--- src/rtl/s5_mem_access_pkg.sv ---
// Shared definitions for the stage-5 memory-access block: access-size codes,
// FSM state encoding and the alignment-fault check.
package s5_mem_access_pkg;

  localparam logic [2:0] F3_B  = 3'b000;
  localparam logic [2:0] F3_H  = 3'b001;
  localparam logic [2:0] F3_W  = 3'b010;
  localparam logic [2:0] F3_BU = 3'b100;
  localparam logic [2:0] F3_HU = 3'b101;

  typedef enum logic [1:0] {
    ST_IDLE = 2'd0,
    ST_BUSY = 2'd1,
    ST_HOLD = 2'd2
  } state_e;

  // A memory op is dropped when it is both load and store, or when a
  // halfword/word access is not naturally aligned.
  function automatic logic access_fault(input logic       rd,
                                        input logic       wr,
                                        input logic [2:0] f3,
                                        input logic [1:0] off);
    logic f;
    f = rd & wr;
    if ((f3 == F3_H || f3 == F3_HU) && off[0]) f = 1'b1;
    if (f3 == F3_W && off != 2'b00)            f = 1'b1;
    return f;
  endfunction

endpackage

--- src/rtl/s5_mem_access_if.sv ---
// Data-memory req/ack bus. The stage is the master; the memory answers with
// ack and rdata in the same cycle.
interface s5_mem_access_if #(parameter int ADDR_W = 32);
  logic              req;
  logic              we;
  logic [ADDR_W-1:0] addr;
  logic [31:0]       wdata;
  logic [3:0]        be;
  logic              ack;
  logic [31:0]       rdata;

  modport master (output req, we, addr, wdata, be, input  ack, rdata);
  modport slave  (input  req, we, addr, wdata, be, output ack, rdata);
endinterface

--- src/rtl/s5_load_align.sv ---
// Load formatter: shifts the addressed lane down to bit 0, then sign- or
// zero-extends according to the access size.
module s5_load_align
  import s5_mem_access_pkg::*;
(
  input  logic [31:0] rdata,
  input  logic [1:0]  off,
  input  logic [2:0]  funct3,
  output logic [31:0] data
);

  logic [31:0] lane;

  // lane select and extension
  always_comb begin
    lane = rdata >> {off, 3'b000};
    case (funct3)
      F3_B:    data = {{24{lane[7]}},  lane[7:0]};
      F3_H:    data = {{16{lane[15]}}, lane[15:0]};
      F3_BU:   data = {24'd0, lane[7:0]};
      F3_HU:   data = {16'd0, lane[15:0]};
      default: data = lane;
    endcase
  end

endmodule

--- src/rtl/s5_mem_access.sv ---
// Stage-5 memory access: passes ALU results through, runs loads/stores on
// the req/ack data bus, stalls upstream while a transaction is in flight and
// delivers the AluOut/Rd/regesterW triple to stage 6.
module s5_mem_access
  import s5_mem_access_pkg::*;
#(
  parameter int XLEN   = 32,
  parameter int ADDR_W = 32
) (
  input  logic            clk,
  input  logic            rst,
  input  logic            stall,
  input  logic [XLEN-1:0] AluOut,
  input  logic [XLEN-1:0] Rs2,
  input  logic [4:0]      Rd,
  input  logic            regesterW,
  input  logic            memRead,
  input  logic            memWrite,
  input  logic [2:0]      funct3,
  output logic [XLEN-1:0] AluOuto,
  output logic [4:0]      Rdo,
  output logic            regesterWo,
  output logic            misaligned,
  output logic            stall_req,
  s5_mem_access_if.master dmem
);

  state_e            state_q, state_d;
  logic              req_q, req_d;
  logic              we_q, we_d;
  logic [XLEN-1:0]   addr_q, addr_d;
  logic [31:0]       wdata_q, wdata_d;
  logic [3:0]        be_q, be_d;
  logic [4:0]        rd_q, rd_d;
  logic              regw_q, regw_d;
  logic [2:0]        f3_q, f3_d;
  logic [XLEN-1:0]   res_q, res_d;
  logic [XLEN-1:0]   aluo_q, aluo_d;
  logic [4:0]        rdo_q, rdo_d;
  logic              regwo_q, regwo_d;
  logic              mis_q, mis_d;

  logic              memop, fault;
  logic [31:0]       st_wdata;
  logic [3:0]        st_be;
  logic [31:0]       ld_data;
  logic [XLEN-1:0]   result;

  assign memop = memRead | memWrite;
  assign fault = access_fault(memRead, memWrite, funct3, AluOut[1:0]);

  // store lane replication and byte enables from the incoming request
  always_comb begin
    st_wdata = Rs2;
    st_be    = 4'b1111;
    case (funct3[1:0])
      2'b00: begin
        st_wdata = {4{Rs2[7:0]}};
        st_be    = 4'b0001 << AluOut[1:0];
      end
      2'b01: begin
        st_wdata = {2{Rs2[15:0]}};
        st_be    = AluOut[1] ? 4'b1100 : 4'b0011;
      end
      default: ;
    endcase
  end

  s5_load_align u_align (
    .rdata  (dmem.rdata),
    .off    (addr_q[1:0]),
    .funct3 (f3_q),
    .data   (ld_data)
  );

  // stores report their address; loads report the formatted read data
  assign result = we_q ? addr_q : ld_data;

  // next-state and next-output logic of the transaction FSM
  always_comb begin
    state_d   = state_q;
    req_d     = req_q;
    we_d      = we_q;
    addr_d    = addr_q;
    wdata_d   = wdata_q;
    be_d      = be_q;
    rd_d      = rd_q;
    regw_d    = regw_q;
    f3_d      = f3_q;
    res_d     = res_q;
    aluo_d    = aluo_q;
    rdo_d     = rdo_q;
    regwo_d   = regwo_q;
    mis_d     = 1'b0;
    stall_req = 1'b0;
    case (state_q)
      ST_IDLE: begin
        if (!stall) begin
          if (!memop) begin
            aluo_d  = AluOut;
            rdo_d   = Rd;
            regwo_d = regesterW;
          end else if (fault) begin
            aluo_d  = '0;
            rdo_d   = '0;
            regwo_d = 1'b0;
            mis_d   = 1'b1;
          end else begin
            stall_req = 1'b1;
            req_d     = 1'b1;
            we_d      = memWrite;
            addr_d    = AluOut;
            wdata_d   = st_wdata;
            be_d      = memWrite ? st_be : 4'b0000;
            rd_d      = Rd;
            regw_d    = regesterW;
            f3_d      = funct3;
            aluo_d    = '0;
            rdo_d     = '0;
            regwo_d   = 1'b0;
            state_d   = ST_BUSY;
          end
        end
      end
      ST_BUSY: begin
        stall_req = !(dmem.ack && !stall);
        if (dmem.ack) begin
          req_d = 1'b0;
          if (!stall) begin
            aluo_d  = result;
            rdo_d   = rd_q;
            regwo_d = regw_q;
            state_d = ST_IDLE;
          end else begin
            res_d   = result;
            state_d = ST_HOLD;
          end
        end else if (!stall) begin
          aluo_d  = '0;
          rdo_d   = '0;
          regwo_d = 1'b0;
        end
      end
      ST_HOLD: begin
        stall_req = stall;
        if (!stall) begin
          aluo_d  = res_q;
          rdo_d   = rd_q;
          regwo_d = regw_q;
          state_d = ST_IDLE;
        end
      end
      default: state_d = ST_IDLE;
    endcase
  end

  // state and output registers; reset drops any outstanding request at once
  always_ff @(posedge clk or negedge rst) begin
    if (!rst) begin
      state_q <= ST_IDLE;
      req_q   <= 1'b0;
      we_q    <= 1'b0;
      addr_q  <= '0;
      wdata_q <= '0;
      be_q    <= '0;
      rd_q    <= '0;
      regw_q  <= 1'b0;
      f3_q    <= '0;
      res_q   <= '0;
      aluo_q  <= '0;
      rdo_q   <= '0;
      regwo_q <= 1'b0;
      mis_q   <= 1'b0;
    end else begin
      state_q <= state_d;
      req_q   <= req_d;
      we_q    <= we_d;
      addr_q  <= addr_d;
      wdata_q <= wdata_d;
      be_q    <= be_d;
      rd_q    <= rd_d;
      regw_q  <= regw_d;
      f3_q    <= f3_d;
      res_q   <= res_d;
      aluo_q  <= aluo_d;
      rdo_q   <= rdo_d;
      regwo_q <= regwo_d;
      mis_q   <= mis_d;
    end
  end

  assign dmem.req   = req_q;
  assign dmem.we    = we_q;
  assign dmem.addr  = {addr_q[ADDR_W-1:2], 2'b00};
  assign dmem.wdata = wdata_q;
  assign dmem.be    = be_q;

  assign AluOuto    = aluo_q;
  assign Rdo        = rdo_q;
  assign regesterWo = regwo_q;
  assign misaligned = mis_q;

endmodule

--- src/flat_wrapper.sv ---
// flat-port wrapper written by rule: the top's interface ports become plain ports
module s5_mem_access_flat import s5_mem_access_pkg::*;
#(
  parameter int XLEN   = 32,
  parameter int ADDR_W = 32
)
  (clk, rst, stall, AluOut, Rs2, Rd, regesterW, memRead, memWrite, funct3, AluOuto, Rdo, regesterWo, misaligned, stall_req, dmem_req, dmem_we, dmem_addr, dmem_wdata, dmem_be, dmem_ack, dmem_rdata);
  s5_mem_access_if #(.ADDR_W(ADDR_W)) dmem_i ();
  input  logic clk;
  input  logic rst;
  input  logic stall;
  input  logic [XLEN-1:0] AluOut;
  input  logic [XLEN-1:0] Rs2;
  input  logic [4:0] Rd;
  input  logic regesterW;
  input  logic memRead;
  input  logic memWrite;
  input  logic [2:0] funct3;
  output logic [XLEN-1:0] AluOuto;
  output logic [4:0] Rdo;
  output logic regesterWo;
  output logic misaligned;
  output logic stall_req;
  output wire logic [$bits(dmem_i.req)-1:0] dmem_req;
  output wire logic [$bits(dmem_i.we)-1:0] dmem_we;
  output wire logic [$bits(dmem_i.addr)-1:0] dmem_addr;
  output wire logic [$bits(dmem_i.wdata)-1:0] dmem_wdata;
  output wire logic [$bits(dmem_i.be)-1:0] dmem_be;
  input wire logic [$bits(dmem_i.ack)-1:0] dmem_ack;
  input wire logic [$bits(dmem_i.rdata)-1:0] dmem_rdata;
  assign dmem_req = dmem_i.req;
  assign dmem_we = dmem_i.we;
  assign dmem_addr = dmem_i.addr;
  assign dmem_wdata = dmem_i.wdata;
  assign dmem_be = dmem_i.be;
  assign dmem_i.ack = dmem_ack;
  assign dmem_i.rdata = dmem_rdata;
  s5_mem_access #(.XLEN(XLEN), .ADDR_W(ADDR_W)) u_core (.clk(clk), .rst(rst), .stall(stall), .AluOut(AluOut), .Rs2(Rs2), .Rd(Rd), .regesterW(regesterW), .memRead(memRead), .memWrite(memWrite), .funct3(funct3), .AluOuto(AluOuto), .Rdo(Rdo), .regesterWo(regesterWo), .misaligned(misaligned), .stall_req(stall_req), .dmem(dmem_i));
endmodule
--- config.mk ---
export PLATFORM = sky130hd
export DESIGN_NAME = s5_mem_access_flat
export DESIGN_NICKNAME = d
export VERILOG_FILES = /design/src/rtl/s5_mem_access_pkg.sv /design/src/rtl/s5_mem_access_if.sv /design/src/rtl/s5_load_align.sv /design/src/rtl/s5_mem_access.sv /design/src/flat_wrapper.sv
export SDC_FILE = /design/constraint.sdc
export NUM_CORES = 1
export LEC_CHECK = 0
export BUFFER_PORTS_ARGS = -buffer_cell sky130_fd_sc_hd__buf_2
export CAP_MARGIN = 20
export CORE_ASPECT_RATIO = 0.5
export CORE_MARGIN = 1.5
export CORE_UTILIZATION = 49
export DETAILED_ROUTE_END_ITERATION = 8
export PLACE_DENSITY = 0.78
export SLEW_MARGIN = 20
export SYNTH_ARGS = -nofsm -noshare
export SYNTH_HDL_FRONTEND = slang
export SYNTH_SLANG_ARGS = --single-unit
--- constraint.sdc ---
create_clock -name clk -period 3.1 [get_ports clk]
set_clock_uncertainty 0.15 [all_clocks]
set_input_delay 0.93 -clock clk [delete_from_list [all_inputs] [get_ports clk]]
set_output_delay 0.93 -clock clk [all_outputs]
set_load 0.02 [all_outputs]
Yosys cells after proc, flatten, opt, wreduce, memory -nomap -nowiden:

Cells that the tools add are included.

* input port bits: 111
* flip-flop bits (word level): 152
* output and inout bits: 110

* bitwise logic cells: 4
* equal/unequal tests: 16
* mux-type cells: 47
* shift-type cells: 2
* reduce and logical (&&, ||, !) cells: 18

Operator list (count)
* $mux W32: 7
* $pmux W32 S4: 1
* $pmux W32 S3: 1
* $pmux W32 S2: 1
* $shr A32 B5 Y32: 1
* $mux W5: 5
* $mux W1: 18
* $pmux W5 S3: 1
* $mux W2: 6
* $ne A2 B2 Y1 const B: 5
* $reduce_and A5 Y1: 2
* $eq A3 B3 Y1 const B: 3
* $mux W4: 2
* $pmux W4 S2: 1
* $reduce_and A4 Y1: 2
* $eq A3 B1 Y1 const B: 2
* $pmux W1 S3: 2
* $pmux W2 S3: 1
* $reduce_and A3 Y1: 2
* $eq A2 B1 Y1 const B: 2
* $logic_not A2 Y1: 2
* $reduce_bool A2 Y1: 2
* $shl A1 B2 Y4 const A: 1
* $eq A3 B2 Y1 const B: 1
* other kinds (12): 16

Depth between registers and ports, before layout:

Gate-level depths: netlist of the first run.

* depth in word-level cells: 9
* depth in mapped cells: 10
* mapped depth without buffers: 6

By module:

Synthesis of the first run repeated with hierarchy kept, for this count alone.

* cells, all modules: 791
* area, all modules: 8374.3 um^2

Modules (own cells, without submodules)
* s5_mem_access: cells an instance 684, area each 7679.9 um^2, instances 1
* s5_load_align: cells an instance 107, area each 694.4 um^2, instances 1

Least setup slack after synthesis of the first run:

Ideal clock, no wire load.

* path kind: input to output
* start point: input port funct3[0]
* end point: output port stall_req
* setup slack: -0.473 ns
* stages: 7
* required time: 2.020 ns
* arrival: 2.493 ns
* path buffers: 3
* path through: buf_2 > and3b_1 > a2111oi_4 > nand3b_2 > buf_2 > buf_6 > a21oi_1

* cells in the longest elaborated chain, start to end: 9
* elaborated cells between the ends (all ways): 12
* classes of those cells: eq/ne (3); mux (6); reduce/logical (3)

RTL lines
* from (decl): RTL line flat_wrapper.sv:18 `input logic [2:0] funct3;`
* $eq A3 B1 Y1 / $eq A3 B3 Y1 (equally long branches): RTL line s5_mem_access_pkg.sv:25 `if ((f3 == F3_H || f3 == F3_HU) && off[0]) f = 1'b1;`
* $logic_or A1 B1 Y1: RTL line s5_mem_access_pkg.sv:25
* $logic_and A1 B1 Y1: RTL line s5_mem_access_pkg.sv:25
* $mux W1: RTL line s5_mem_access_pkg.sv:25
* $mux W1 *: RTL line s5_mem_access_pkg.sv:26 `if (f3 == F3_W && off != 2'b00) f = 1'b1;`
* $mux W1 *: RTL line s5_mem_access.sv:103 `end else if (fault) begin`
* $mux W1 *: RTL line s5_mem_access.sv:99 `if (!memop) begin`
* $mux W1 *: RTL line s5_mem_access.sv:98 `if (!stall) begin`
* $pmux W1 S3 *: RTL line s5_mem_access.sv:96 `case (state_q)`
* to (decl): RTL line flat_wrapper.sv:23 `output logic stall_req;`

Mark *: on every way between the ends. The rest lies on a longest branch, timed or not.

Worst setup path in the final report of the first run:

* start point: input port AluOut[0]
* end point: output port stall_req

* cells in the longest elaborated chain, start to end: 7
* elaborated cells between the ends (all ways): 9
* classes of those cells: mux (6); reduce/logical (3)

RTL lines
* from (decl): RTL line flat_wrapper.sv:12 `input logic [XLEN-1:0] AluOut;`
* $logic_and A1 B1 Y1 / $reduce_bool A2 Y1 (equally long branches): RTL line s5_mem_access_pkg.sv:25, s5_mem_access_pkg.sv:26
* $mux W1 / $logic_and A1 B1 Y1 (equally long branches): RTL line s5_mem_access_pkg.sv:25, s5_mem_access_pkg.sv:26
* $mux W1 *: RTL line s5_mem_access_pkg.sv:26
* $mux W1 *: RTL line s5_mem_access.sv:103
* $mux W1 *: RTL line s5_mem_access.sv:99
* $mux W1 *: RTL line s5_mem_access.sv:98
* $pmux W1 S3 *: RTL line s5_mem_access.sv:96

Marked as above.

==> results of run 1 <==
[cells in the mapped netlist, types with 2 or more instances]
library cell	number
a211o_1	9
o31ai_1	14
o211ai_1	10
a22oi_1	7
mux2_4	6
a31oi_1	2
buf_1	4
mux4_2	6
a221o_1	7
nor3b_1	3
a2111oi_0	8
a32oi_1	2
nor2_1	22
ha_1	5
o311ai_0	4
buf_4	34
nor2b_1	6
mux2_2	91
buf_2	17
o21ai_0	58
o22ai_1	2
dfrtp_1	152
mux2i_1	37
nand3b_1	8
nor3_1	10
a21oi_1	42
inv_1	9
nand2_1	53
a21o_1	8
a222oi_1	16
or4b_1	4
nor4b_1	7
nand2b_1	8
a221oi_1	14
and2_1	2
o31a_1	5
or3_1	5
clkbuf_1	48
o2111ai_1	2
a211oi_1	8
and3_1	26
o2bb2ai_1	6
nand3_1	7
[layout make-up]
| type | count | area (µm²) |
|---|---|---|
| fill | 1455 | 6840 |
| multi-input combinational | 548 | 4300 |
| sequential | 152 | 3800 |
| timing repair buffer | 261 | 1500 |
| clock buffer | 20 | 457 |
| tap | 234 | 293 |
| clock inverter | 11 | 76.3 |
| inverter | 10 | 37.5 |
| antenna | 1 | 2.50 |
[layer usage]
metal	part of all wire, %	routed length (µm)	vias up
li1	-	-	3392
met1	43	11200	3749
met2	44	11500	424
met3	11	2760	45
met4	1.9	498	2
met5	0.042	11	-
[power groups by stage]
| stage | clock network [µW] | logic (µW) | registers, µW |
|---|---|---|---|
| global route | 2030 | 5840 | 3650 |
| detailed placement | 0 | 5370 | 3540 |
| floorplan | 0 | 3420 | 3940 |
| finish | 1920 | 5450 | 3540 |
| CTS | 1950 | 5410 | 3530 |
| global placement | 0 | 5230 | 3500 |
[cell families (layout without fill, tap and decap cells)]
family                   Yosys count  count (layout)  share of synthesized area [%]
adder cells (fa/ha/maj)            5               5                          0.725
buffers and inverters            114             302                           6.77
other                              1               3                         0.0435
flip-flops                       152             152                           44.1
multiplexers                     140             140                           18.8
AO/OA/AOI/OAI                    233             233                           19.1
AND/OR/NAND/NOR                  167             167                           10.5
XOR/XNOR                           1               1                          0.102
[metrics by stage]
step | instances | hold slack [ns] | util, %
final | 1237 | 0.213 | 60.5
after global placement | 1205 | 0.307 | 57.2
after floorplan | 814 | 0.296 | -
after CTS | 1236 | 0.207 | 60.5
after global routing | 1237 | 0.212 | 60.5
after detailed placement | 1205 | 0.316 | 57.2
[repair_timing]
action | CTS | global route
endpoints found under the setup margin | 1 | 1
gates resized for setup | 7 | 0
pin swaps | 4 | 0
setup buffers | 0 | 0
[worst min-delay path by stage]
stage	slack [ns]	cells after the start	start	endpoint
after floorplan	0.30	2	u_core.res_q[2]$_DFFE_PN0P_	u_core.res_q[2]$_DFFE_PN0P_
after global placement	0.31	2	u_core.res_q[6]$_DFFE_PN0P_	u_core.res_q[6]$_DFFE_PN0P_
after detailed placement	0.32	2	u_core.res_q[6]$_DFFE_PN0P_	u_core.res_q[6]$_DFFE_PN0P_
after CTS	0.21	1	rst	u_core.AluOuto[5]$_DFFE_PN0P_
after global routing	0.21	1	rst	u_core.AluOuto[5]$_DFFE_PN0P_
final	0.21	1	rst	u_core.AluOuto[5]$_DFFE_PN0P_
[state kept, by name, indices dropped and copies added, names as in the netlist]
| name | cells |
|---|---|
| u_core.dmem.wdata | 32 |
| u_core.regw_q | 1 |
| u_core.addr_q | 32 |
| u_core.misaligned | 1 |
| u_core.Rdo | 5 |
| u_core.state_q | 2 |
| u_core.AluOuto | 32 |
| u_core.regesterWo | 1 |
| u_core.rd_q | 5 |
| u_core.res_q | 32 |
| u_core.dmem.req | 1 |
| u_core.dmem.be | 4 |
| u_core.f3_q | 3 |
| u_core.dmem.we | 1 |
[critical path, stage by stage]
cell and delay [ns]:
buf_2 0.16, and3b_1 0.24, a2111oi_4 0.29, nand3b_4 0.13, a21oi_4 0.15, buf_6 0.13
==> key figures, run 1 <==
Outcome
  • Status: finished with violations
  • Failing checks: negative setup slack

STA
  • Final period util: 100%
  • Worst Max-Slew Pin Slew: 1.18 ns
  • Fmax: 322 MHz
  • Minimum clock period: 3.10 ns
  • Final setup viols: 1
  • Post-route setup slack: -0.00151 ns
  • Final Hold Fails: 0
  • Fin Setup TNS: -0.00151 ns
  • Max-slew violations: 0
  • RSZ-0062 raised after global routing: yes
  • Headroom to the max-slew limit: 20.9%

Placed design
  • I/O Buffers: 218
  • GP Congestion: 0.883
  • Placed Area: 9910 µm²
  • Pre-CTS WS: -0.0969 ns
  • Dpl hpwl: 18200 µm

Finish
  • Most frequent cells in the layout: 214 x buf_2, 152 x dfrtp_1, 91 x mux2_2
  • Post-route cell area: 10500 µm²
  • Share of post-route cells with drive strength above 1: 40.2%
  • Commonest non-fill, non-tap cell in the layout: buf_2
  • NumNets Final: 1106
  • Area grow syn2layout: 21.4%

Clock tree
  • Number of CTS-inserted buffers: 17
  • Clk slew on worst S/H paths: 0.06 ns
  • Root Driver: clkbuf_16
  • TritonCTS clock tree: yes
  • CTS max path bufs: 2
  • Post-CTS Hold Fix Bufs: 0
  • CTS H-tree lvls: 4
  • Worst skew pair latency: 0.44 ns
  • Clock Sinks: 152

Synthesis
  • Synth Instances: 813
  • Sequential-to-total area share from yosys stat: 44.1%
  • Warning count from the yosys run: 0
  • Mapped Area: 8630 µm²
  • Yosys cell types: 62
  • Synth top area share: 44.1%
  • FF+latch count, synth: 152
  • Synthesized area per cell: 10.6 µm²
  • EDFF count, synth: 0
  • Area leader, netlist: dfrtp_1
  • Dominant cells by area after synthesis: dfrtp_1 44%, mux2_2 12%, mux2i_1 4.3%
  • Most used DFF post-synth: dfrtp_1
  • Ys async rst share: 100%

Floorplan
  • Initial cell density of the core: 49.8%
  • Die W: 191 µm
  • Chip Height: 96.8 µm
  • Core Box Area: 17300 µm²
  • # IOs: 221
  • Row count: 34
  • Die ar.: 18500 µm²

Power
  • Combinational share of power: 50.0%
  • Max VDD drop: 496 µV
  • Psw: 4780 µW
  • Lkg Pwr: 0.00496 µW
  • Sw Share: 43.9%
  • Tot Pwr: 10900 µW
  • Clock network power share: 17.6%
  • Reg power frac: 32.5%
  • Power per cell area: 1040 nW/µm²
  • Internal Power: 6120 µW

Detailed routing
  • DR DRC count: 0
  • Post-route ant nets: 0
  • Final wirelength: 26000 µm
  • Via Count: 7612
  • Drt pass-1 iters: 7
  • First DRT Iteration DRCs: 749
  • Drt via density: 6.15
  • DR WL/cell: 21.0 µm

Global route
  • Vias in the first global route: 7541
  • Largest net degree at the start of global routing: 73
  • Met1 Use GR: 39.1%
  • GRT Max-Usage Layer: met2
  • Met3 usage: 8.96%
  • Grt ovf: 0
  • Tot GR Track Use: 28.6%
  • First-pass GRT wire length: 41100 µm
  • Initial antenna violation count: 2
  • Met2 Use GR: 43.0%

Run
  • Max Cap Viol: 0

Critical path
  • R2r startpoint: u_core.state_q[1]$_DFFE_PN0P_
  • FF-to-FF End: u_core.AluOuto[22]$_DFFE_PN0P_
  • Crit path DAT: 2.02 ns
  • Crit end category: output pin
  • Crit path to: stall_req
  • CP required: 2.02 ns
  • Crit path max fanout: 4
  • Reg2Reg Depth: 7
  • CP Launch Type: input pin
  • Critical path class: in -> out
  • Setup crit start: AluOut[0]
  • R2r setup slk: 0.36 ns

Min path
  • Hold crit path type: in -> async
(Power assumes the default switching activity.)
==> run 2: changes to the inputs <==
- ABC_AREA: unset -> 1
- CORE_UTILIZATION: 49 -> 48
- PLACE_DENSITY: 0.78 -> 0.77
==> run 2 against run 1 <==
  * The flow now finishes without violations
  * Sequential power increased by 3%
  * Routed wire length shrank 9.9%
  * Critical endpoint unchanged
  * Clock power rose by 2%
  * Worst setup slack improved by 0.075 ns
  * Via count increased by 6.2%
  * Fmax grew 2.5%
==> key figures, run 2 <==
Finish
  • Sequential Area: 3800 µm² (unchanged)
  • Area occupied by multi-input gates: 3520 µm² (-18%)
  • Post-route cell area: 9920 µm² (-5.3%)
  • NumNets Final: 1427 (+29%)
  • Most frequent cells in the layout: 406 x nand2_1, 216 x buf_2, 152 x dfrtp_1
  • Area grow syn2layout: 19.6%
  • Commonest non-fill, non-tap cell in the layout: nand2_1
  • Share of post-route cells with drive strength above 1: 23.4% (-17 points)
  • Fillcell total: 1532 (+5.3%)

Clock tree
  • CTS max path bufs: 2 (unchanged)
  • Clk slew on worst S/H paths: 0.06 ns (about the same)
  • Root Driver: clkbuf_16
  • Setup repair bufs after CTS: 0 (unchanged)
  • Clock Sinks: 152 (unchanged)
  • Worst skew pair latency: 0.42 ns (-0.02 ns)
  • TritonCTS clock tree: yes
  • CTS H-tree lvls: 4 (unchanged)
  • Post-CTS Hold Fix Bufs: 0 (unchanged)
  • Number of CTS-inserted buffers: 17 (unchanged)

Floorplan
  • Initial cell density of the core: 49.8% (about the same)
  • Die W: 189 µm (-0.96%)
  • Die ar.: 18100 µm² (-1.9%)
  • Chip Height: 95.9 µm (-0.95%)
  • # IOs: 221 (unchanged)
  • Row count: 33 (-2.9%)
  • Core Box Area: 16600 µm² (-3.9%)

Placed design
  • GP Congestion: 0.891 (+0.88%)
  • Placed Area: 9350 µm² (-5.6%)
  • I/O Buffers: 218 (unchanged)
  • Dpl hpwl: 17000 µm (-6.9%)

Global route
  • Grt ovf: 0 (unchanged)
  • Largest net degree at the start of global routing: 65 (-11%)
  • Vias in the first global route: 7799 (+3.4%)
  • Tot GR Track Use: 26.6% (-2.0 points)
  • Initial antenna violation count: 0 (-2)
  • First-pass GRT wire length: 37600 µm (-8.5%)

Detailed routing
  • DR WL/cell: 15.1 µm (-28%)
  • Final wirelength: 23400 µm (-9.9%)
  • First DRT Iteration DRCs: 559 (-25%)
  • Metal2 WL: 10800 µm (-6.0%)
  • Via Count: 8085 (+6.2%)
  • Wire length on met3: 1720 µm (-38%)
  • Post-route ant nets: 0 (unchanged)
  • DR DRC count: 0 (unchanged)
  • Max Used Layer: met4
  • Met1 wire length: 10400 µm (-7.5%)
  • Drt via density: 5.21 (-15%)
  • Drt pass-1 iters: 6 (-1)

Synthesis
  • Synthesized area per cell: 7.28 µm² (-31%)
  • Ys async rst share: 100% (unchanged)
  • Synth top area share: 45.9% (+1.8 points)
  • EDFF count, synth: 0 (unchanged)
  • Yosys cell types: 37 (-40%)
  • Warning count from the yosys run: 0 (unchanged)
  • Mapped Area: 8290 µm² (-3.9%)
  • Synth top cells by count: 406 x nand2_1, 152 x dfrtp_1, 109 x o21ai_0
  • Synth Instances: 1138 (+40%)
  • FF+latch count, synth: 152 (unchanged)
  • Most used DFF post-synth: dfrtp_1
  • Sequential-to-total area share from yosys stat: 45.9% (+1.8 points)
  • Most frequent cell after synthesis: nand2_1
  • Dominant cells by area after synthesis: dfrtp_1 46%, nand2_1 18%, o21ai_0 6.6%
  • Area leader, netlist: dfrtp_1

STA
  • Max-slew violations: 0 (unchanged)
  • Worst Max-Slew Pin Slew: 0.663 ns (-0.514 ns)
  • Final setup viols: 0 (-1)
  • Fin Setup TNS: 0 ns (+0.00151 ns)
  • Headroom to the max-slew limit: 55.8% (+35 points)
  • RSZ-0062 raised after global routing: no
  • Fmax: 330 MHz (+2.5%)
  • Minimum clock period: 3.03 ns (-0.0754 ns)
  • Final Hold Fails: 0 (unchanged)
  • Final period util: 97.6% (-2.4 points)

Critical path
  • CP max-delay cell: a41oi_2
  • CP required: 2.02 ns (about the same)
  • Crit path max fanout: 3 (-1)
  • CP peak stage delay: 0.32 ns (+0.03 ns)
  • Crit path DAT: 1.95 ns (-0.07 ns)
  • Reg2Reg Depth: 6 (-1)
  • Crit end category: output pin
  • CP Launch Type: input pin
  • Critical path class: in -> out
  • Worst path cell trace: buf_2 > inv_1 > nand2_1 > a41oi_2 > nand2_4 > a31oi_2 > buf_4

Run
  • Max Cap Viol: 0 (unchanged)

Min path
  • Hold crit path type: in -> async

Power
  • Lkg Pwr: 0.00542 µW (+9.3%)
  • Power per cell area: 1130 nW/µm² (+8.2%)
  • Max VDD drop: 538 µV (+8.5%)

Outcome
  • Status: finished, final reports clean
## run 2: layout make-up
type,count,share of cell area (%)
Clock inverter,11,1.01
Tap cell,227,2.86
Multi-Input combinational cell,785,35.5
Sequential cell,152,38.4
Timing Repair Buffer,246,13.6
Clock buffer,20,4.50
Antenna cell,1,0.0252
Inverter,109,4.13
## run 2: logic make-up after synthesis
logic type	after synthesis	share of synthesized area (%)
simple gates	527	24.9
other cells	1	0.0452
fa+ha+maj	5	0.755
compound gates	251	16.5
buf+inv	202	12.0
flops	152	45.9
## run 2: timing repair
item | 4_1_cts | 5_1_grt
setup endpoints to repair | 1 | 1
pin swaps | 0 | 1
resized for setup | 1 | 3
## run 2: worst paths after layout
| path | start | endpoint | slack, ns |
|---|---|---|---|
| setup / recovery | AluOut[0] | stall_req | 0.07 |
| hold / removal | rst | u_core.dmem.wdata[19]$_DFFE_PN0P_ | 0.31 |
| setup reg to reg | u_core.state_q[0]$_DFFE_PN0P_ | u_core.Rdo[0]$_DFFE_PN0P_ | 0.56 |
| hold reg to reg | u_core.dmem.wdata[22]$_DFFE_PN0P_ | u_core.dmem.wdata[22]$_DFFE_PN0P_ | 0.33 |
| max in group asynchronous | rst | u_core.AluOuto[29]$_DFFE_PN0P_ | 1.76 |
| min in group clk | u_core.dmem.wdata[22]$_DFFE_PN0P_ | u_core.dmem.wdata[22]$_DFFE_PN0P_ | 0.33 |
## run 2: per-layer routing
layer	up-vias	global-route usage [%]
li1	3913	-
met1	3782	34.8
met2	345	43.8
met3	45	6.02
met4	0	9.79
met5	-	0
## run 2: worst max-delay path, delay by kind of cell
family                 cells  cell delay [ns]
buffers and inverters      3             0.38
and+or+nand+nor            2             0.16
AOI/OAI and AO/OA          2             0.47
## run 2: per-stage QoR
stage | cells | power [µW] | utilization [%] | hold WS (ns) | setup slack (ns)
final | 1551 | 11200 | 59.6 | 0.309 | 0.0739
after global routing | 1550 | 12100 | 59.6 | 0.340 | 0.00521
after CTS | 1550 | 11200 | 59.5 | 0.315 | 0.0544
after detailed placement | 1519 | 9170 | 56.2 | 0.314 | 0.0674
after global placement | 1519 | 8990 | 56.2 | 0.307 | 0.0763
after floorplan | 1139 | 7730 | - | 0.299 | 0.0627
## run 2: report_power, final
part	switching (µW)	total [µW]	internal, µW
combinational	3750	5580	1830
sequential	689	3630	2940
clock	839	1960	1120
total	5280	11200	5900
==> run 3: changes to the inputs <==
- CORE_UTILIZATION: 48 -> 50
- CTS_BUF_LIST: unset -> sky130_fd_sc_hd__clkbuf_4 sky130_fd_sc_hd__clkbuf_8
- PLACE_DENSITY: 0.77 -> 0.79
==> run 3 against run 2 <==
  * Utilization up 0.55 points
  * Fmax down 0.48%
  * Die area down 3.9%
  * Register-to-register slack better by 0.07 ns
  * Sequential cell count unchanged
  * Sequential power about the same
  * Non-clock buffer count up 5
  * Via count down 0.79%
  * Routed wire length down 2.8%
  * Largest power group unchanged
==> key figures, run 3 (synthesis gave the netlist of run 2 again) <==
Finish
  • Commonest non-fill, non-tap cell in the layout: nand2_1
  • Most frequent cells in the layout: 406 x nand2_1, 217 x buf_2, 151 x dfrtp_1
  • Share of post-route cells with drive strength above 1: 23.9% (+0.51 points)
  • ANT cells: 0 (-1)
  • Fin cells: 1555 (+0.26%)
  • Post-route cell area: 9810 µm² (-1.1%)
  • Area grow syn2layout: 18.4%
  • NumNets Final: 1432 (+0.35%)

Global route
  • First-pass GRT wire length: 36700 µm (-2.4%)
  • Vias in the first global route: 7541 (-3.3%)
  • Grt ovf: 0 (unchanged)
  • Initial antenna violation count: 0 (unchanged)
  • Tot GR Track Use: 27.2% (+0.64 points)
  • Largest net degree at the start of global routing: 86 (+32%)

Critical path
  • Cell mode on critical path: buf_2
  • Crit end category: output pin
  • CP max-delay cell: a41oi_4
  • Worst path cell trace: buf_2 > inv_1 > nand2_1 > a41oi_4 > nand2_4 > a31oi_2 > buf_2
  • CP required: 2.02 ns (about the same)
  • Critical path class: in -> out
  • CP peak stage delay: 0.29 ns (-0.03 ns)
  • CP delay by family, top: compound AO/OA/AOI/OAI gates
  • Crit path max fanout: 3 (unchanged)
  • Worst path bufs/invs: 3 (unchanged)
  • CP Launch Type: input pin
  • Crit path DAT: 1.96 ns (about the same)

Detailed routing
  • Via Count: 8021 (-0.79%)
  • Drt via density: 5.16 (-1.0%)
  • DR WL/cell: 14.6 µm (-3.0%)
  • Met1 wire length: 9950 µm (-4.1%)
  • Post-route ant nets: 0 (unchanged)
  • Drt pass-1 iters: 6 (unchanged)
  • Final wirelength: 22800 µm (-2.8%)
  • Max Used Layer: met4
  • Metal2 WL: 10700 µm (-0.70%)
  • First DRT Iteration DRCs: 619 (+11%)
  • DR DRC count: 0 (unchanged)
  • Wire length on met3: 1690 µm (-1.5%)

Power
  • Lkg Pwr: 0.00537 µW (-0.91%)
  • Reg power frac: 33.5% (+1.0 points)
  • Clock network power share: 14.7% (-2.9 points)
  • Combinational share of power: 51.8% (+1.8 points)
  • Max VDD drop: 622 µV (+16%)
  • Internal Power: 5600 µW (-5.1%)
  • Psw: 5160 µW (-2.3%)
  • Sw Share: 48.0% (+0.73 points)
  • Power per cell area: 1100 nW/µm² (-2.7%)

Floorplan
  • # IOs: 221 (unchanged)
  • Die W: 185 µm (-2.0%)
  • Initial cell density of the core: 50.8% (+1.0 points)
  • Row count: 33 (unchanged)
  • Core Box Area: 16300 µm² (-2.0%)
  • Chip Height: 94.0 µm (-2.0%)
  • Die ar.: 17400 µm² (-3.9%)

Run
  • Max Cap Viol: 0 (unchanged)

Clock tree
  • Root Driver: clkbuf_8
  • CTS max path bufs: 2 (unchanged)
  • Clock Sinks: 152 (unchanged)
  • Clk slew on worst S/H paths: 0.09 ns (+0.03 ns)
  • TritonCTS clock tree: yes
  • Number of CTS-inserted buffers: 17 (unchanged)
  • Worst skew pair latency: 0.44 ns (+0.02 ns)
  • CTS H-tree lvls: 4 (unchanged)
  • Post-CTS Hold Fix Bufs: 0 (unchanged)

STA
  • Final period util: 98.1% (+0.47 points)
  • Worst Max-Slew Pin Slew: 0.868 ns (+0.205 ns)
  • Headroom to the max-slew limit: 42.1% (-14 points)
  • Fmax: 329 MHz (-0.48%)
  • Final Hold Fails: 0 (unchanged)
  • Fin Setup TNS: 0 ns (unchanged)
  • Max-slew violations: 0 (unchanged)
  • Final setup viols: 0 (unchanged)
  • RSZ-0062 raised after global routing: no
  • Minimum clock period: 3.04 ns (+0.0146 ns)

Placed design
  • I/O Buffers: 218 (unchanged)
  • GP Congestion: 0.914 (+2.5%)
  • Dpl hpwl: 16700 µm (-1.4%)
  • Placed Area: 9360 µm² (+0.11%)
  • Placed cell count: 1522 (+0.20%)

Min path
  • Hold crit path type: in -> async

Outcome
  • Status: finished, final reports clean
-- run 3: cell types whose count changed in the layout (fill, tap and decap cells not counted), moves of 2 or more --
cell / change
clkinvlp_4: +2
buf_4: +5
clkbuf_1: -2
clkbuf_16: -17
bufinv_16: +2
inv_6: -2
clkbuf_8: +17
-- run 3: metrics by stage --
| stage | setup WS, ns | util (%) | hold WS (ns) | power [µW] |
|---|---|---|---|---|
| final | 0.0593 | 60.2 | 0.322 | 10800 |
| after global routing | 0.000857 | 60.2 | 0.342 | 11700 |
| after CTS | 0.0265 | 59.9 | 0.325 | 10700 |
| after detailed placement | 0.0629 | 57.4 | 0.314 | 9140 |
| after global placement | 0.0787 | 57.4 | 0.311 | 8960 |
| after floorplan | 0.0627 | - | 0.299 | 7730 |
-- run 3: per-layer routing --
layer	GRT usage [%]	up-vias
met5	0	-
met4	9.08	0
met3	5.47	38
met2	45.2	324
met1	35.7	3729
li1	-	3930
-- run 3: worst reg2reg max path, cell delays in order, from the launching register on --
cell and delay, ns:
dfrtp_2 0.44, inv_1 0.09, ha_1 0.20, buf_4 0.35, inv_1 0.14, a21boi_1 0.51
a21oi_1 0.29, o22ai_1 0.23
-- run 3: path summary, 6_finish.rpt --
| kind | startpoint | endpoint | slack [ns] | depth (start not counted) |
|---|---|---|---|---|
| setup / recovery | AluOut[0] | stall_req | 0.06 | 7 |
| hold / removal | rst | u_core.AluOuto[20]$_DFFE_PN0P_ | 0.32 | 1 |
| setup reg to reg | u_core.state_q[0]$_DFFE_PN0P_ | u_core.Rdo[4]$_DFFE_PN0P_ | 0.63 | 7 |
| hold reg to reg | u_core.dmem.wdata[20]$_DFFE_PN0P_ | u_core.dmem.wdata[20]$_DFFE_PN0P_ | 0.33 | 2 |
| max in group asynchronous | rst | u_core.state_q[0]$_DFFE_PN0P_ | 1.71 | 2 |
| min in group clk | u_core.dmem.wdata[20]$_DFFE_PN0P_ | u_core.dmem.wdata[20]$_DFFE_PN0P_ | 0.33 | 2 |
-- run 3: power groups by stage --
stage	registers, µW	logic, µW	clock network (µW)
2_1_floorplan	4020	3710	0
3_3_place_gp	3590	5370	0
3_5_place_dp	3620	5520	0
4_1_cts	3590	5540	1610
5_1_grt	3720	6240	1700
6_report	3600	5570	1580
-- run 3: layout make-up --
| type | count | area (µm²) |
|---|---|---|
| fillers | 1523 | 6500 |
| flip-flops and latches | 152 | 3800 |
| repair buffers | 251 | 1370 |
| well taps | 227 | 284 |
| clock inverters | 12 | 153 |
| clock buffers | 19 | 255 |
| multi-input cells | 785 | 3530 |
| inverters | 109 | 409 |
-- run 3: timing repair --
item                                    4_1_cts  5_1_grt
endpoints found under the setup margin        1        1
pin swaps                                     0        1
buffers inserted                              0        2
gates resized for setup                       1        4
